### src/rtl/result_fmt_pkg.sv
// Shared types and constants for the ALU result formatter.
// Optional leading-zero suppression is enabled with RESULT_FMT_ZSUP_EN.
package result_fmt_pkg;

  localparam int unsigned DIGITS = 8;
  localparam int unsigned NIB_W  = 4;
  localparam int unsigned RES_W  = DIGITS * NIB_W;
  localparam int unsigned BYTE_W = 8;
  localparam int unsigned CNT_W  = $clog2(DIGITS);

  localparam logic [BYTE_W-1:0] ASCII_CR = 8'h0D;
  localparam logic [BYTE_W-1:0] ASCII_LF = 8'h0A;

  typedef enum logic [1:0] {
    IDLE,
    HEX,
    CR,
    LF
  } state_t;

  // Nibble idx of word w, idx 0 is least significant.
  function automatic logic [NIB_W-1:0] nibble_at(input logic [RES_W-1:0] w,
                                                 input logic [CNT_W-1:0] idx);
    return w[NIB_W*idx +: NIB_W];
  endfunction

endpackage

### src/rtl/hex2ascii.sv
// Combinational nibble to uppercase ASCII hex digit.
module hex2ascii (
  input  logic [3:0] nib,
  output logic [7:0] ascii_c
);

  always_comb begin
    if (nib < 4'd10) ascii_c = 8'h30 + 8'(nib);
    else             ascii_c = 8'h37 + 8'(nib);
  end

endmodule

### src/rtl/alu_result_fmt.sv
// Captures the ALU result on alu_done and streams it as ASCII hex + CR LF over valid/ready.
// Define RESULT_FMT_ZSUP_EN to skip leading zero nibbles.
module alu_result_fmt
  import result_fmt_pkg::*;
(
  input  logic              clk,
  input  logic              n_rst,
  input  logic              alu_done,
  input  logic [RES_W-1:0]  result,
  input  logic              tx_ready,
  output logic              tx_valid,
  output logic [BYTE_W-1:0] tx_data,
  output logic              busy,
  output logic              drop
);

  state_t              state, state_nxt;
  logic [CNT_W-1:0]    cnt, cnt_nxt;
  logic [RES_W-1:0]    shreg, shreg_nxt;
  logic [BYTE_W-1:0]   data_nxt;
  logic                valid_nxt, busy_nxt, drop_nxt;
  logic [CNT_W-1:0]    first_idx_c;
  logic [NIB_W-1:0]    sel_nib_c;
  logic [BYTE_W-1:0]   sel_ascii_c;
  logic                xfer_c;

  assign xfer_c = tx_valid && tx_ready;

`ifdef RESULT_FMT_ZSUP_EN
  // Index of the most significant nonzero nibble; zero result yields index 0.
  always_comb begin
    first_idx_c = '0;
    for (int i = 0; i < DIGITS; i++) begin
      if (nibble_at(result, CNT_W'(i)) != '0) first_idx_c = CNT_W'(i);
    end
  end
`else
  assign first_idx_c = CNT_W'(DIGITS - 1);
`endif

  // In IDLE the first digit comes straight from result; otherwise the next digit down.
  always_comb begin
    if (state == IDLE) sel_nib_c = nibble_at(result, first_idx_c);
    else               sel_nib_c = nibble_at(shreg, CNT_W'(cnt - 1'b1));
  end

  hex2ascii u_hex2ascii (
    .nib     (sel_nib_c),
    .ascii_c (sel_ascii_c)
  );

  always_comb begin
    state_nxt = state;
    cnt_nxt   = cnt;
    shreg_nxt = shreg;
    data_nxt  = tx_data;
    valid_nxt = tx_valid;
    busy_nxt  = busy;
    drop_nxt  = alu_done && (state != IDLE);
    case (state)
      IDLE: begin
        if (alu_done) begin
          shreg_nxt = result;
          cnt_nxt   = first_idx_c;
          data_nxt  = sel_ascii_c;
          valid_nxt = 1'b1;
          busy_nxt  = 1'b1;
          state_nxt = HEX;
        end
      end
      HEX: begin
        if (xfer_c) begin
          if (cnt == '0) begin
            data_nxt  = ASCII_CR;
            state_nxt = CR;
          end else begin
            cnt_nxt  = CNT_W'(cnt - 1'b1);
            data_nxt = sel_ascii_c;
          end
        end
      end
      CR: begin
        if (xfer_c) begin
          data_nxt  = ASCII_LF;
          state_nxt = LF;
        end
      end
      LF: begin
        if (xfer_c) begin
          valid_nxt = 1'b0;
          busy_nxt  = 1'b0;
          state_nxt = IDLE;
        end
      end
      default: state_nxt = IDLE;
    endcase
  end

  always_ff @(posedge clk or negedge n_rst) begin
    if (!n_rst) begin
      state    <= IDLE;
      cnt      <= '0;
      shreg    <= '0;
      tx_data  <= '0;
      tx_valid <= 1'b0;
      busy     <= 1'b0;
      drop     <= 1'b0;
    end else begin
      state    <= state_nxt;
      cnt      <= cnt_nxt;
      shreg    <= shreg_nxt;
      tx_data  <= data_nxt;
      tx_valid <= valid_nxt;
      busy     <= busy_nxt;
      drop     <= drop_nxt;
    end
  end

endmodule

### config.mk
export PLATFORM = sky130hd
export DESIGN_NAME = alu_result_fmt
export DESIGN_NICKNAME = d
export VERILOG_FILES = /design/src/rtl/result_fmt_pkg.sv /design/src/rtl/hex2ascii.sv /design/src/rtl/alu_result_fmt.sv
export SDC_FILE = /design/constraint.sdc
export NUM_CORES = 1
export LEC_CHECK = 0
export BUFFER_PORTS_ARGS = -buffer_cell sky130_fd_sc_hd__buf_2
export CAP_MARGIN = 20
export CELL_PAD_IN_SITES_DETAIL_PLACEMENT = 1
export CELL_PAD_IN_SITES_GLOBAL_PLACEMENT = 1
export CORE_ASPECT_RATIO = 0.8
export CORE_MARGIN = 2
export CORE_UTILIZATION = 44
export CTS_CLUSTER_SIZE = 40
export DETAILED_ROUTE_END_ITERATION = 6
export PLACE_DENSITY_LB_ADDON = 0.1
export SLEW_MARGIN = 20
export SYNTH_ARGS = -nofsm -noshare
export SYNTH_HDL_FRONTEND = slang
export SYNTH_SLANG_ARGS = --single-unit
### constraint.sdc
create_clock -name clk -period 3.5 [get_ports clk]
set_input_delay 0 -clock clk [delete_from_list [all_inputs] [get_ports clk]]
set_output_delay 0 -clock clk [all_outputs]
set_load 0.02 [all_outputs]
# ---- After elaboration in Yosys (flattened, before gate mapping)
# Cells that the tools add are included.
dict set report op_classes {
  muxes 20
  magnitude_cmp 1
  eq_ne 9
  addsub 3
  shift 1
  reduce_logical 13
}
# op count
set op_table {}
lappend op_table {{$mux W8} 5}
lappend op_table {{$shiftx A32 B6 Y4} 1}
lappend op_table {{$pmux W8 S3} 1}
lappend op_table {{$add A6 B4 Y7 const A} 2}
lappend op_table {{$ne A2 B2 Y1 const B} 6}
lappend op_table {{$mux W2} 5}
lappend op_table {{$mux W3} 3}
lappend op_table {{$pmux W2 S4} 1}
lappend op_table {{$reduce_and A4 Y1} 2}
lappend op_table {{$pmux W3 S2} 1}
lappend op_table {{$reduce_bool A2 Y1} 3}
lappend op_table {{$reduce_and A5 Y1} 1}
lappend op_table {{$eq A2 B2 Y1 const B} 2}
lappend op_table {{$lt A4 B4 Y1 const B} 1}
lappend op_table {{$mux W4} 1}
lappend op_table {{$logic_not A3 Y1} 1}
lappend op_table {{$reduce_and A3 Y1} 1}
lappend op_table {{$reduce_bool A3 Y1} 1}
lappend op_table {{$sub A3 B1 Y3 const B} 1}
lappend op_table {{$eq A2 B1 Y1 const B} 1}
lappend op_table {{$logic_and A1 B1 Y1} 2}
lappend op_table {{$logic_not A2 Y1} 1}
lappend op_table {{$mux W1} 2}
lappend op_table {{$pmux W1 S2} 1}
lappend op_table {{$reduce_and A2 Y1} 1}
dict set report totals {
  out_inout_bits 11
  regBits 47
  input_bits 36
  wordCells 53
}

# ---- Depth between registers and ports, before layout
dict set report depth {
  word_depth 8
  ltp_mapped 13
  mapped_depth_nobuf 11
}

# ---- Modules after synthesis
# Synthesis repeated with hierarchy kept, for this count alone.
dict set report hier_totals {
  hier_cells 201
  hier_area_um2 2494.9
}
# module n_inst cells_each seq_area_each_um2 area_each_um2
set modules_own_cells {}
lappend modules_own_cells {alu_result_fmt 1 185 1176.1 2389.8}
lappend modules_own_cells {hex2ascii 1 16 0.0 105.1}

# ---- Worst setup path before layout
# Ideal clock, no wire load.
dict set report synth_timing {
  path_kind {register to register}
  start {register cnt[0]}
  end {register tx_data[4]}
  setup_ns 0.121
  required_time_ns 3.379
  path_buffers 3
  path_stages_with_launch 14
  setup_slack_ns 1.064
  t_arrival_ns 2.315
  synth_period_minus_slack_ns 2.436
  cell_sequence {dfrtp_1 -> buf_4 -> inv_1 -> ha_1 -> buf_6 -> buf_12 -> mux2_1 -> o22ai_1 -> o31ai_4 -> inv_2 -> ha_1 -> nor2_1 -> o21ai_1 -> a22o_1}
}
dict set report synth_via {
  elab_chain_cells 8
  elab_cells_between_ends 12
  cone_classes {add/sub: 3; order compare: 1; shift: 1; mux: 6; reduce/logical: 1}
}
# item line_no
set synth_lines {}
lappend synth_lines {{from (decl)} alu_result_fmt.sv:18} ;# logic [CNT_W-1:0] cnt, cnt_nxt;
lappend synth_lines {{from (signal assigned)} alu_result_fmt.sv:110} ;# cnt <= cnt_nxt;
lappend synth_lines {{$sub A3 B1 Y3} alu_result_fmt.sv:44} ;# else sel_nib_c = nibble_at(shreg, CNT_W'(cnt - 1'b1));
lappend synth_lines {{$shiftx A32 B6 Y4} result_fmt_pkg.sv:24} ;# return w[NIB_W*idx +: NIB_W];
lappend synth_lines {{$mux W4} alu_result_fmt.sv:43} ;# if (state == IDLE) sel_nib_c = nibble_at(result, first_idx_c);
lappend synth_lines {{$add A6 B4 Y7, or another cell as far along} hex2ascii.sv:9} ;# else ascii_c = 8'h37 + 8'(nib);
lappend synth_lines {{$mux W8} hex2ascii.sv:8} ;# if (nib < 4'd10) ascii_c = 8'h30 + 8'(nib);
lappend synth_lines {{$mux W8} alu_result_fmt.sv:73} ;# if (cnt == '0) begin
lappend synth_lines {{$mux W8} alu_result_fmt.sv:72} ;# if (xfer_c) begin
lappend synth_lines {{$pmux W8 S3 *} alu_result_fmt.sv:60} ;# case (state)
lappend synth_lines {{to (signal assigned)} alu_result_fmt.sv:112} ;# tx_data <= data_nxt;
lappend synth_lines {{to (decl)} alu_result_fmt.sv:12} ;# output logic [BYTE_W-1:0] tx_data,
# Mark *: on every way between the ends. The rest lies on a longest branch, timed or not. The select of a mux whose other input is x is not followed.
# A chain may end at the register's enable or synchronous reset.

# ---- Worst setup path after layout
dict set report layout_timing {
  start {register cnt[0]}
  end {register tx_data[1]}
}
# Same word-level chain as after synthesis.

==> impl_metrics.py <==
metrics = {
    "critical_path": {
        "r2r_slack_ns": 0.65,
        "cp_max_fo": 9,
        "endpoint_kind": "flop",
        "arrival_ns": 3.09,
        "r2r_start": "cnt[0]",
        "crit_start": "cnt[0]",
        "required_ns": 3.74,
        "critPathKind": "reg -> reg",
        "start_kind": "flop",
    },
    "route": {
        "vias": 1812,
        "postRouteAntennaNets": 0,
        "first_iter_violations": 40,
        "drc_errors": 0,
        "viasPerCell": 4.978,
        "dr.pass1.iters": 4,
        "wire_per_inst_um": 16.29,
        "wirelength_um": 5928,
    },
    "sta": {
        "whs_ns": 0.2506,
        "hold_viol": 0,
        "post-route-min-period_ns": 2.848,
        "fmax_mhz": 351.1,
        "finalSetupViolCount": 0,
        "slew_headroom_pct": 60.94,
        "tightest_slew_ns": 0.5858,
        "post-route-period-util_pct": 81.37,
        "skew_ns": 0.008860,
        "finalMaxSlewViolations": 0,
        "grt_setup_unrepaired": "false",
        "setup_tns_ns": 0,
    },
    "placement": {
        "dpl.hpwl_um": 3789,
        "gp_congestion": 0.8485,
        "placed_area_um2": 2739,
        "io_buffer_count": 45,
        "dp.cells": 321,
    },
    "floorplanning": {
        "ios": 47,
        "num_rows": 24,
        "dieArea_um2": 6268,
        "fp.coreArea_um2": 5465,
        "die_w_um": 88.02,
        "die_y_um": 71.22,
        "start_util_pct": 45.47,
    },
    "min_path": {
        "hold_path_class": "in -> async",
    },
    "clock_network": {
        "clock_path_buffers": 2,
        "cts_root_buffer": "clkbuf_8",
        "cts_tree": "done",
        "post_cts_buffers": 0,
        "numCtsBuffers": 5,
        "clock-sinks": 46,
        "clkSlewWorstSetupHoldPaths_ns": 0.09,
        "clk_latency_ns": 0.30,
        "htree_levels": 2,
    },
    "synthesis": {
        "ys_seq_area_share_pct": 46.32,
        "mappedNetlistArea_um2": 2485,
        "synth_edf_count": 0,
        "syn-num-nets": 250,
        "synthFlopType": "dfrtp_1",
        "synth_warnings": 0,
        "syn-instance-count": 206,
        "yosysUniqueCellTypes": 44,
        "ys_async_sr_fraction_pct": 100.0,
        "synth-seq-cells": 46,
        "syn_area_per_cell_um2": 12.06,
    },
    "grt": {
        "antenna_found_initial": 0,
        "grt_overflow": 0,
        "grt_first_pass_wirelength_um": 9784,
        "track_usage_pct": 20.41,
        "grt_pass1_vias": 1965,
        "grt_max_degree": 47,
    },
    "finish": {
        "instances_no_fill": 364,
        "drive_gt1_share_pct": 39.51,
        "fin_area_um2": 3202,
        "layout.nets": 329,
        "insertedDiodeCount": 0,
        "fillCellCount": 590,
        "area_growth_pct": 28.85,
    },
    "power_and_ir_drop": {
        "total_power_uw": 976.0,
        "power_density_nw_per_um2": 304.8,
        "vdd_drop_max_uv": 207.7,
        "p_leak_uw": 0.001615,
    },
    "flow_run": {
        "drv_cap": 0,
    },
    "status": {
        "status": "completed",
    },
}
what timing repair did:
action | CTS | global route
hold buffers | 35 | 0
resized for setup | 0 | 0
endpoints found under the hold margin | 80 | 0
report_power, final:
part,internal [uW],total (uW),switching [uW]
Sequential,531,532,0.197
Clock,200,378,179
Combinational,40.9,66.1,25.2
worst max-delay path, cell delays in order, from the launching register on:
cell and delay (ns):
dfrtp_1 0.54, inv_1 0.16, ha_1 0.50, buf_4 0.25, mux2_4 0.32, o22ai_1 0.27, o31ai_4 0.12, inv_2 0.09
ha_1 0.22, a211o_1 0.25, nand3_1 0.07
cells in the final DEF, fill, tap and decap left out, types with 4 or more instances in the layout:
cell type,n
dfrtp_1,46
buf_4,4
dlygate4sd3_1,35
inv_1,6
nand2_1,19
a21oi_1,10
clkbuf_8,8
o22ai_1,5
ha_1,8
nand3_1,4
o21ai_0,11
buf_2,44
mux2_2,39
nor2_1,6
path summary, 6_finish.rpt:
kind                              end  cells after the start
min in group clk             shreg[5]                      3
setup reg to reg           tx_data[1]                     10
hold reg to reg            tx_data[6]                      2
max in group asynchronous   shreg[12]                      2
hold / removal              shreg[29]                      2
setup / recovery           tx_data[1]                     10
metrics by stage:
step / util [%] / setup WS [ns]
floorplan: - / 1.064
global placement: 50.11 / 0.7740
detailed placement: 50.11 / 0.6573
CTS: 58.54 / 0.6364
global route: 58.59 / 0.4998
finish: 58.59 / 0.6520
synth_stat cells (2+ instances only):
| library cell | n | share of area, % |
|---|---|---|
| nand3_1 | 4 | 0.81 |
| mux2_1 | 2 | 0.91 |
| nand2b_1 | 2 | 0.50 |
| mux2_2 | 39 | 18 |
| a22o_1 | 2 | 0.71 |
| mux2i_1 | 2 | 0.81 |
| a21oi_1 | 10 | 2.0 |
| o22ai_1 | 5 | 1.3 |
| and3_1 | 2 | 0.50 |
| inv_1 | 6 | 0.91 |
| and2b_1 | 2 | 0.60 |
| o31ai_4 | 3 | 2.6 |
| buf_2 | 3 | 0.60 |
| o21ai_0 | 11 | 2.2 |
| nand2_1 | 19 | 2.9 |
| mux2_4 | 3 | 1.8 |
| nand2_2 | 2 | 0.50 |
| nor2_1 | 6 | 0.91 |
| dfrtp_1 | 46 | 46 |
| mux4_2 | 2 | 1.8 |
| buf_6 | 2 | 0.91 |
| buf_4 | 4 | 1.2 |
| ha_1 | 8 | 4.0 |
cell type report:
| class | instances | area (um2) | area share (%) |
|---|---|---|---|
| sequential | 46 | 1151 | 35.95 |
| inverter | 7 | 26.28 | 0.8206 |
| multi-input combinational | 142 | 1216 | 37.98 |
| timing repair buffer | 83 | 600.6 | 18.76 |
| clock buffer | 8 | 110.1 | 3.439 |
| tap | 78 | 97.59 | 3.048 |
per-layer routing:
layer / vias up / GRT usage, % / part of all wire [%]
li1: 885 / - / -
met2: 37 / 32.32 / 45
met5: - / 0 / 0
met4: 0 / 4.209 / 0.57
met3: 4 / 4.147 / 3.4
met1: 886 / 29.39 / 51
cells by family after synthesis:
group,count (synthesis),synth area share [%]
DFF,46,46.32
buffers and inverters,18,4.733
muxes,48,23.01
other,1,0.1509
adders and majority gates,8,4.028
AOI/OAI and AO/OA,42,12.84
and+or+nand+nor,41,7.905
xor gates and xnor gates,2,1.007
flip-flops by register name, summed over array words and instances, names as in the netlist:
register  count
cnt           3
tx_data       7
drop          1
busy          1
state         2
shreg        32
Power figures use the tool's default switching activity.
